<file path="config.mk">
export PLATFORM = sky130hd
export DESIGN_NAME = id_ex_stage
export DESIGN_NICKNAME = d
export VERILOG_FILES = /design/src/rtl/core_pkg.sv /design/src/rtl/hazard_detect.sv /design/src/rtl/sat_counter.sv /design/src/rtl/id_ex_stage.sv
export SDC_FILE = /design/constraint.sdc
export NUM_CORES = 1
export LEC_CHECK = 0
export BUFFER_PORTS_ARGS = -buffer_cell sky130_fd_sc_hd__buf_2
export CAP_MARGIN = 30
export CORE_MARGIN = 1
export CORE_UTILIZATION = 45
export CTS_CLUSTER_DIAMETER = 60
export CTS_CLUSTER_SIZE = 8
export DETAILED_ROUTE_END_ITERATION = 10
export GPL_TIMING_DRIVEN = 1
export PLACE_DENSITY_LB_ADDON = 0.15
export SYNTH_ARGS = -nofsm -noshare
export SYNTH_HDL_FRONTEND = slang
export SYNTH_HIERARCHICAL = 1
export SYNTH_SLANG_ARGS = --single-unit
</file>
<file path="constraint.sdc">
create_clock -name clk_i -period 4.1 [get_ports clk_i]
set_input_delay 0.615 -clock clk_i [delete_from_list [all_inputs] [get_ports clk_i]]
set_output_delay 0.615 -clock clk_i [all_outputs]
set_load 0.01 [all_outputs]
</file>
<file path="src/rtl/core_pkg.sv">
`default_nettype none
// +----------------------------------------------------------------------+
// | core_pkg: shared RV32 core types, opcodes and ALU op classes         |
// | Rev 1.0                                                              |
// +----------------------------------------------------------------------+
package core_pkg;

  localparam int XLEN = 32;

  localparam logic [6:0] c_op_nop   = 7'b0000000;
  localparam logic [6:0] c_op_r     = 7'b0110011;
  localparam logic [6:0] c_op_i     = 7'b0010011;
  localparam logic [6:0] c_op_load  = 7'b0000011;
  localparam logic [6:0] c_op_store = 7'b0100011;
  localparam logic [6:0] c_op_beq   = 7'b1100011;

  localparam logic [1:0] c_aluop_add   = 2'b00;
  localparam logic [1:0] c_aluop_sub   = 2'b01;
  localparam logic [1:0] c_aluop_funct = 2'b10;

  typedef struct packed {
    logic       regwrite;
    logic       memreg;
    logic       memread;
    logic       memwrite;
    logic [1:0] aluop;
    logic       alusrc;
  } ctrl_t;

endpackage
`default_nettype wire

</file>
<file path="src/rtl/hazard_detect.sv">
`default_nettype none
// +----------------------------------------------------------------------+
// | hazard_detect: load-use hazard between the EX load and the ID reads   |
// | Rev 1.0                                                              |
// +----------------------------------------------------------------------+
module hazard_detect (
  input  logic       i_id_valid,
  input  logic [4:0] i_id_rs1,
  input  logic [4:0] i_id_rs2,
  input  logic       i_ex_valid,
  input  logic       i_ex_memread,
  input  logic [4:0] i_ex_rd,
  output logic       o_hazard
);

  logic w_rd_match;

  // rs2 is compared even for I-type; a spurious stall is cheaper than decoding here
  assign w_rd_match = (i_ex_rd == i_id_rs1) | (i_ex_rd == i_id_rs2);
  assign o_hazard   = i_id_valid & i_ex_valid & i_ex_memread &
                      (i_ex_rd != 5'd0) & w_rd_match;

endmodule
`default_nettype wire

</file>
<file path="src/rtl/sat_counter.sv">
`default_nettype none
// +----------------------------------------------------------------------+
// | sat_counter: event counter that sticks at all-ones                   |
// | Rev 1.0                                                              |
// +----------------------------------------------------------------------+
module sat_counter #(
  parameter int WIDTH = 32
) (
  input  logic             clk,
  input  logic             rst,
  input  logic             i_inc,
  output logic [WIDTH-1:0] o_count
);

  localparam logic [WIDTH-1:0] c_one = WIDTH'(1);

  logic [WIDTH-1:0] r_count;

  always_ff @(posedge clk or posedge rst) begin
    if (rst) begin
      r_count <= '0;
    end else if (i_inc && (r_count != '1)) begin
      r_count <= r_count + c_one;
    end
  end

  assign o_count = r_count;

endmodule
`default_nettype wire

</file>
<file path="src/rtl/id_ex_stage.sv">
`default_nettype none
// +----------------------------------------------------------------------+
// | id_ex_stage: ID/EX pipeline register with load-use stall and bubbles |
// | Rev 1.0                                                              |
// +----------------------------------------------------------------------+
module id_ex_stage #(
  parameter int XLEN  = core_pkg::XLEN,
  parameter int CNT_W = 32
) (
  input  logic             clk_i,
  input  logic             rst_i,
  input  logic             id_valid_i,
  input  logic             id_regwrite_i,
  input  logic             id_memreg_i,
  input  logic             id_memread_i,
  input  logic             id_memwrite_i,
  input  logic [1:0]       id_aluop_i,
  input  logic             id_alusrc_i,
  input  logic [XLEN-1:0]  id_rs1_data_i,
  input  logic [XLEN-1:0]  id_rs2_data_i,
  input  logic [XLEN-1:0]  id_imm_i,
  input  logic [9:0]       id_funct_i,
  input  logic [4:0]       id_rs1_i,
  input  logic [4:0]       id_rs2_i,
  input  logic [4:0]       id_rd_i,
  input  logic             flush_i,
  input  logic             mem_stall_i,
  output logic             stall_o,
  output logic             ex_valid_o,
  output logic             ex_regwrite_o,
  output logic             ex_memreg_o,
  output logic             ex_memread_o,
  output logic             ex_memwrite_o,
  output logic             ex_alusrc_o,
  output logic [1:0]       ex_aluop_o,
  output logic [XLEN-1:0]  ex_rs1_data_o,
  output logic [XLEN-1:0]  ex_rs2_data_o,
  output logic [XLEN-1:0]  ex_imm_o,
  output logic [9:0]       ex_funct_o,
  output logic [4:0]       ex_rs1_o,
  output logic [4:0]       ex_rs2_o,
  output logic [4:0]       ex_rd_o,
  output logic [CNT_W-1:0] stall_cnt_o,
  output logic [CNT_W-1:0] bubble_cnt_o
);

  import core_pkg::*;

  ctrl_t            w_id_ctrl;
  ctrl_t            r_ctrl;
  logic             r_valid;
  logic [XLEN-1:0]  r_rs1_data;
  logic [XLEN-1:0]  r_rs2_data;
  logic [XLEN-1:0]  r_imm;
  logic [9:0]       r_funct;
  logic [4:0]       r_rs1;
  logic [4:0]       r_rs2;
  logic [4:0]       r_rd;
  logic             w_hazard;
  logic             w_bubble_inc;
  logic             w_stall_inc;

  always_comb begin
    w_id_ctrl = '0;
    if (id_valid_i) begin
      w_id_ctrl.regwrite = id_regwrite_i;
      w_id_ctrl.memreg   = id_memreg_i;
      w_id_ctrl.memread  = id_memread_i;
      w_id_ctrl.memwrite = id_memwrite_i;
      w_id_ctrl.aluop    = id_aluop_i;
      w_id_ctrl.alusrc   = id_alusrc_i;
    end
  end

  hazard_detect u_hazard_detect (
    .i_id_valid   (id_valid_i),
    .i_id_rs1     (id_rs1_i),
    .i_id_rs2     (id_rs2_i),
    .i_ex_valid   (r_valid),
    .i_ex_memread (r_ctrl.memread),
    .i_ex_rd      (r_rd),
    .o_hazard     (w_hazard)
  );

  // A frozen pipeline neither inserts nor counts anything, even with a hazard pending
  assign w_bubble_inc = ~mem_stall_i & (flush_i | w_hazard);
  assign w_stall_inc  = ~mem_stall_i & w_hazard;

  always_ff @(posedge clk_i or posedge rst_i) begin
    if (rst_i) begin
      r_valid    <= 1'b0;
      r_ctrl     <= '0;
      r_rs1_data <= '0;
      r_rs2_data <= '0;
      r_imm      <= '0;
      r_funct    <= '0;
      r_rs1      <= '0;
      r_rs2      <= '0;
      r_rd       <= '0;
    end else if (!mem_stall_i) begin
      if (flush_i || w_hazard) begin
        r_valid    <= 1'b0;
        r_ctrl     <= '0;
        r_rs1_data <= '0;
        r_rs2_data <= '0;
        r_imm      <= '0;
        r_funct    <= '0;
        r_rs1      <= '0;
        r_rs2      <= '0;
        r_rd       <= '0;
      end else begin
        r_valid    <= id_valid_i;
        r_ctrl     <= w_id_ctrl;
        r_rs1_data <= id_rs1_data_i;
        r_rs2_data <= id_rs2_data_i;
        r_imm      <= id_imm_i;
        r_funct    <= id_funct_i;
        r_rs1      <= id_rs1_i;
        r_rs2      <= id_rs2_i;
        r_rd       <= id_rd_i;
      end
    end
  end

  sat_counter #(.WIDTH(CNT_W)) u_stall_cnt (
    .clk     (clk_i),
    .rst     (rst_i),
    .i_inc   (w_stall_inc),
    .o_count (stall_cnt_o)
  );

  sat_counter #(.WIDTH(CNT_W)) u_bubble_cnt (
    .clk     (clk_i),
    .rst     (rst_i),
    .i_inc   (w_bubble_inc),
    .o_count (bubble_cnt_o)
  );

  assign stall_o       = w_hazard;
  assign ex_valid_o    = r_valid;
  assign ex_regwrite_o = r_ctrl.regwrite;
  assign ex_memreg_o   = r_ctrl.memreg;
  assign ex_memread_o  = r_ctrl.memread;
  assign ex_memwrite_o = r_ctrl.memwrite;
  assign ex_alusrc_o   = r_ctrl.alusrc;
  assign ex_aluop_o    = r_ctrl.aluop;
  assign ex_rs1_data_o = r_rs1_data;
  assign ex_rs2_data_o = r_rs2_data;
  assign ex_imm_o      = r_imm;
  assign ex_funct_o    = r_funct;
  assign ex_rs1_o      = r_rs1;
  assign ex_rs2_o      = r_rs2;
  assign ex_rd_o       = r_rd;

endmodule
`default_nettype wire

</file>
**Word-level counts from Yosys, hierarchy flattened**

Index checks and enable logic that the tools add are counted.

- Flip-flop bits (word level): 193
- Bits of input ports: 133
- Output and inout bits: 194
- Word-level logic and storage cells: 45

- Add/sub/neg operators: 2
- Equal/unequal tests: 4
- Muxes and demuxes: 10
- Bitwise logic cells: 9
- Reductions and logical operators: 4

Operator list:

| operator | count |
|---|---|
| 2-to-1 mux 32 bit | 3 |
| adder 32 x 1 -> 32 bit (second input constant) | 2 |
| != test 32 bit (second input constant) | 2 |
| 2-to-1 mux 5 bit | 3 |
| 2-to-1 mux 7 bit | 2 |
| == test 5 bit | 2 |
| 2-to-1 mux 10 bit | 1 |
| bitwise AND 1 bit | 6 |
| nonzero test 5 bit | 1 |
| logical AND 1 bit | 2 |
| OR 1 bit | 2 |
| logical OR 1 bit | 1 |
| 2-to-1 mux 1 bit | 1 |
| NOT 1 bit | 1 |

**Logic depth before layout (Yosys ltp)**

- Depth in word-level cells: 7
- Mapped depth: 14
- Depth with buffers taken out: 11

**Cells and area by module**

Netlist, hierarchy kept.

By module, submodules not included:

| module | instances | cells each | area each (sq um) | seq. area each (sq um) |
|---|---|---|---|---|
| id_ex_stage | 1 | 555 | 5542.8 | 3228.1 |
| sat_counter | 2 | 139 | 1561.5 | 800.8 |
| hazard_detect | 1 | 17 | 128.9 | 0.0 |

**Worst setup path after synthesis**

Ideal clock, no wire load.

- Kind: input to register
- Start point: in id_rs1_i[2]
- End point: reg u_bubble_cnt.r_count[31], in the netlist u_bubble_cnt/o_count[31]
- Arrival time: 3280 ps
- Data required time: 3975 ps
- Slack: 695 ps
- Stages: 14
- Path buffers: 3
- Cells stage by stage: xor2_1 -> nor3_1 -> nand3_1 -> a21oi_1 -> or2_1 -> buf_6 -> buf_6 -> nor2b_1 -> clkbuf_2 -> nand3_1 -> or4_4 -> a311oi_4 -> nand4_1 -> xnor2_1

- Longest elaborated chain between the ends: 6

RTL lines:

| item | RTL line | source |
|---|---|---|
| start, declared | id_ex_stage.sv:23 | `input logic [4:0] id_rs1_i,` |
| == test 5 bit | hazard_detect.sv:19 | `assign w_rd_match = (i_ex_rd == i_id_rs1) \| (i_ex_rd == i_id_rs2);` |
| OR 1 bit | hazard_detect.sv:19 |  |
| bitwise AND 1 bit | hazard_detect.sv:21 | `(i_ex_rd != 5'd0) & w_rd_match;` |
| via stall_o | id_ex_stage.sv:28 | `output logic stall_o,` |
| OR 1 bit | id_ex_stage.sv:86 | `assign w_bubble_inc = ~mem_stall_i & (flush_i \| w_hazard);` |
| bitwise AND 1 bit | id_ex_stage.sv:86 |  |
| via w_bubble_inc | id_ex_stage.sv:60 | `logic w_bubble_inc;` |
| logical AND 1 bit | sat_counter.sv:22 | `end else if (i_inc && (r_count != '1)) begin` |
| end signal, assigned | sat_counter.sv:23 | `r_count <= r_count + c_one;` |
| end, declared | sat_counter.sv:17 | `logic [WIDTH-1:0] r_count;` |

The timed path passes the listed nets, and every way through them passes these cells.
A chain may end at the register's enable or synchronous reset.

**Worst setup path in the final report**

- Start point: reg r_rd[2], in the netlist ex_rd_o[2]
- End point: reg u_bubble_cnt.r_count[21], in the netlist u_bubble_cnt/o_count[21]

- Longest elaborated chain between the ends: 6
- Elaborated cells between the ends (all ways): 9
- Classes of those cells: 2 x eq/ne; 5 x bitwise; 2 x reduce/logical

RTL lines:

| item | RTL line | source |
|---|---|---|
| start, declared | id_ex_stage.sv:58 | `logic [4:0] r_rd;` |
| start signal, assigned | id_ex_stage.sv:120 | `r_rd <= id_rd_i;` |
| == test 5 bit or nonzero test 5 bit (tied branches) | hazard_detect.sv:19, hazard_detect.sv:21 |  |
| OR 1 bit or bitwise AND 1 bit (tied branches) | hazard_detect.sv:19, hazard_detect.sv:20 |  |
| bitwise AND 1 bit * | hazard_detect.sv:21 |  |
| OR 1 bit * | id_ex_stage.sv:86 |  |
| bitwise AND 1 bit * | id_ex_stage.sv:86 |  |
| via w_bubble_inc | id_ex_stage.sv:60 |  |
| logical AND 1 bit * | sat_counter.sv:22 |  |

The timed path passes the listed nets; every way through them passes the cells marked *.

==> load_flow_metrics.sql <==
INSERT INTO impl_metrics (metric_group, metric, value, unit) VALUES
('routing', 'drt_pre_antenna_iters', '4', ''),
('clocking', 'total_clock_sinks', '193', ''),
('floorplanning', 'die_height', '142', 'um'),
('timing', 'headroom_to_the_max_slew_limit', '34.8', '%'),
('pwr', 'peakVddDrop', '0.246', 'mV'),
('timing', 'setup_viol', '0', ''),
('clocking', 'cts_buffers', '17', ''),
('logic_synthesis', 'post-synth-top-area-fraction', '54.9', '%'),
('global_route', 'grt_use_total', '22.9', '%'),
('logic_synthesis', 'netlist_instances', '850', ''),
('global_route', 'grt_first_pass_wirelength', '35500', 'um'),
('routing', 'drt-wirelength-per-cell', '15.8', 'um'),
('final_layout', 'layout-area-overhead-vs-synth', '27.9', '%'),
('floorplanning', 'ios', '327', ''),
('status', 'outcome', 'complete, no violations', ''),
('hold_path', 'holdCritPathClass', 'in2async', ''),
('setup_path', 'worstPathMaxFanout', '10', ''),
('setup_path', 'cp_data_arrival_time', '3.64', 'ns'),
('timing', 'hold_ws', '0.139', 'ns'),
('timing', 'max_freq', '0.300', 'GHz'),
('global_route', 'gr_ovfl_total', '0', ''),
('floorplanning', 'design.die.area', '20100', 'um2'),
('logic_synthesis', 'post_syn_area_per_cell', '10.3', 'um2'),
('routing', 'detail_route.wirelength', '22700', 'um'),
('floorplanning', 'placementRows', '50', ''),
('clocking', 'cts_root_buf', 'sky130_fd_sc_hd__clkbuf_16', ''),
('timing', 'period_minus_ws_final', '3.34', 'ns'),
('setup_path', 'r2r_slack', '0.76', 'ns'),
('final_layout', 'fin_nets', '1297', ''),
('setup_path', 'crit_path_start', 'ex_rd_o[2]', ''),
('timing', 'report.final.slew_viol_count', '0', ''),
('clocking', 'cts-resized-gates', '0', ''),
('global_route', 'antenna_violations_before_repair', '1', ''),
('logic_synthesis', 'synth-edff-count', '0', ''),
('clocking', 'ctsHtreeMaxLevel', '4', ''),
('logic_synthesis', 'synth_warnings', '6', ''),
('logic_synthesis', 'asyncSetResetFlopFracSynth', '100', '%'),
('routing', 'post_detailed_route_count_of_antenna_violating_nets', '0', ''),
('setup_path', 'critPathLaunchType', 'register', ''),
('pwr', 'pnr_total_power', '0.00449', 'W'),
('logic_synthesis', 'synth_area_leaders', 'sky130_fd_sc_hd__dfrtp_1 55%, sky130_fd_sc_hd__nand2b_1 8.6%, sky130_fd_sc_hd__nand2_1 5.8%, sky130_fd_sc_hd__xnor2_1 5.6%, sky130_fd_sc_hd__o21ai_1 3.1%', ''),
('setup_path', 'critPathCaptureType', 'register', ''),
('final_layout', 'drive_gt1_share', '35.3', '%'),
('clocking', 'tritoncts', 'done', ''),
('setup_path', 'cp.required', '4.40', 'ns'),
('timing', 'finClkSkew', '0.0129', 'ns'),
('logic_synthesis', 'syn_nets', '985', ''),
('pwr', 'p_per_area', '399', 'nW/um2'),
('routing', 'drtIter0Drc', '275', ''),
('global_route', 'first_global_vias', '6744', ''),
('setup_path', 'end_of_the_critical_path', 'u_bubble_cnt/o_count[21]', ''),
('floorplanning', 'die_width', '142', 'um'),
('logic_synthesis', 'yosysTopAreaCell', 'sky130_fd_sc_hd__dfrtp_1', ''),
('timing', 'worst_slack', '0.763', 'ns'),
('floorplanning', 'initial_utilization', '46.4', '%'),
('routing', 'routed-via-count', '7112', ''),
('placement', 'port_buffers', '326', ''),
('clocking', 'clockBufferDepth', '2', ''),
('timing', 'setup_tns', '0', 'ns'),
('logic_synthesis', 'synth_top_cells_by_count', '193 x sky130_fd_sc_hd__dfrtp_1, 137 x sky130_fd_sc_hd__nand2_1, 121 x sky130_fd_sc_hd__nand2b_1', ''),
('timing', 'worst-slew-pin-transition', '0.977', 'ns'),
('clocking', 'cts_hold_repair.buffers', '0', ''),
('logic_synthesis', 'synthesis.area', '8790', 'um2'),
('floorplanning', 'floorplan.core_area', '19000', 'um2'),
('setup_path', 'reg2reg_depth', '11', ''),
('logic_synthesis', 'ys_types', '43', ''),
('clocking', 'cts.reportedPaths.clkPinSlew', '0.07', 'ns'),
('clocking', 'clk_latency', '0.42', 'ns'),
('placement', 'pre_cts_ws', '0.525', 'ns'),
('placement', 'gp_routability_congestion', '0.808', ''),
('routing', 'post_drt_via_cell_ratio', '4.96', '');
[final cells by class]
class,count,area [um2]
Inverter,7,28.8
Clock buffer,20,457
Multi-Input combinational cell,602,3660
Fill cell,1708,7710
Timing Repair Buffer,341,1770
Clock inverter,11,175
Sequential cell,193,4830
Tap cell,260,325
[worst min path at each step]
stage | slack (ns) | depth (start not counted) | end
floorplan | 0.52 | 2 | ex_funct_o[0]
global placement | 0.46 | 2 | ex_rs2_data_o[22]
detailed placement | 0.46 | 2 | ex_rs2_data_o[14]
CTS | 0.30 | 3 | u_bubble_cnt/o_count[27]
global route | 0.14 | 2 | ex_imm_o[21]
finish | 0.14 | 2 | ex_imm_o[21]
[logic make-up (layout without fill, tap and decap cells)]
logic type	Yosys count	count (layout)	synth area share, %
xor+xnor	66	66	6.57
mux	5	5	0.612
buf+inv	55	379	3.51
compound gates	146	146	10.9
simple gates	383	383	23.2
flops	193	193	54.9
fa+ha+maj	2	2	0.284
[layer usage]
layer	track usage (%)	wire [um]
met1	28.3	9440
met2	37.6	11200
met3	7.29	1580
met4	8.09	461
met5	0	13
[critical path, stage by stage (launching register included)]
cell and delay [ns]:
sky130_fd_sc_hd__dfrtp_1 0.44, sky130_fd_sc_hd__xor2_1 0.19, sky130_fd_sc_hd__nor3_1 0.24, sky130_fd_sc_hd__nand3_1 0.10
sky130_fd_sc_hd__a21oi_1 0.39, sky130_fd_sc_hd__or2_4 0.21, sky130_fd_sc_hd__nor2b_1 0.19, sky130_fd_sc_hd__nand3_1 0.13
sky130_fd_sc_hd__or4_4 0.44, sky130_fd_sc_hd__a311oi_4 0.54, sky130_fd_sc_hd__nand4_1 0.18, sky130_fd_sc_hd__xnor2_1 0.16
[placed cells by master, fill, tap and decap left out, drive strengths merged, types with 4 or more instances in the layout]
cell / count
buf: 341
xor2: 10
nor4: 4
a31oi: 4
and3: 20
o21ai: 121
nand2b: 121
nor2b: 8
clkbuf: 20
nor3: 4
xnor2: 56
a22o: 6
bufinv: 4
nand2: 139
dfrtp: 193
nand3: 46
nand4: 22
a41oi: 4
a21oi: 5
nor2: 8
inv: 10
and4: 4
[state kept, by name, indices dropped and copies added (netlist names), 2 cells and up]
signal,flops
ex_aluop_o,2
ex_funct_o,10
ex_imm_o,32
ex_rd_o,5
ex_rs1_data_o,32
ex_rs1_o,5
ex_rs2_data_o,32
ex_rs2_o,5
u_bubble_cnt/o_count,32
u_stall_cnt/o_count,32
[through the flow]
stage / instances / util [%] / cell area, um2
2_1_floorplan: 850 / - / 8790
3_3_place_gp: 1402 / 55.8 / 10600
3_5_place_dp: 1402 / 55.8 / 10600
4_1_cts: 1433 / 59.2 / 11200
5_1_grt: 1434 / 59.3 / 11200
6_report: 1434 / 59.3 / 11200
[report_power, final]
group	total, W	internal, W	switching [W]
clock network	0.00178	0.00106	0.000722
registers	0.00212	0.00203	0.0000963
logic	0.000585	0.000254	0.000331
total	0.00449	0.00334	0.00115
No activity file was read; power rests on OpenSTA's default activity.
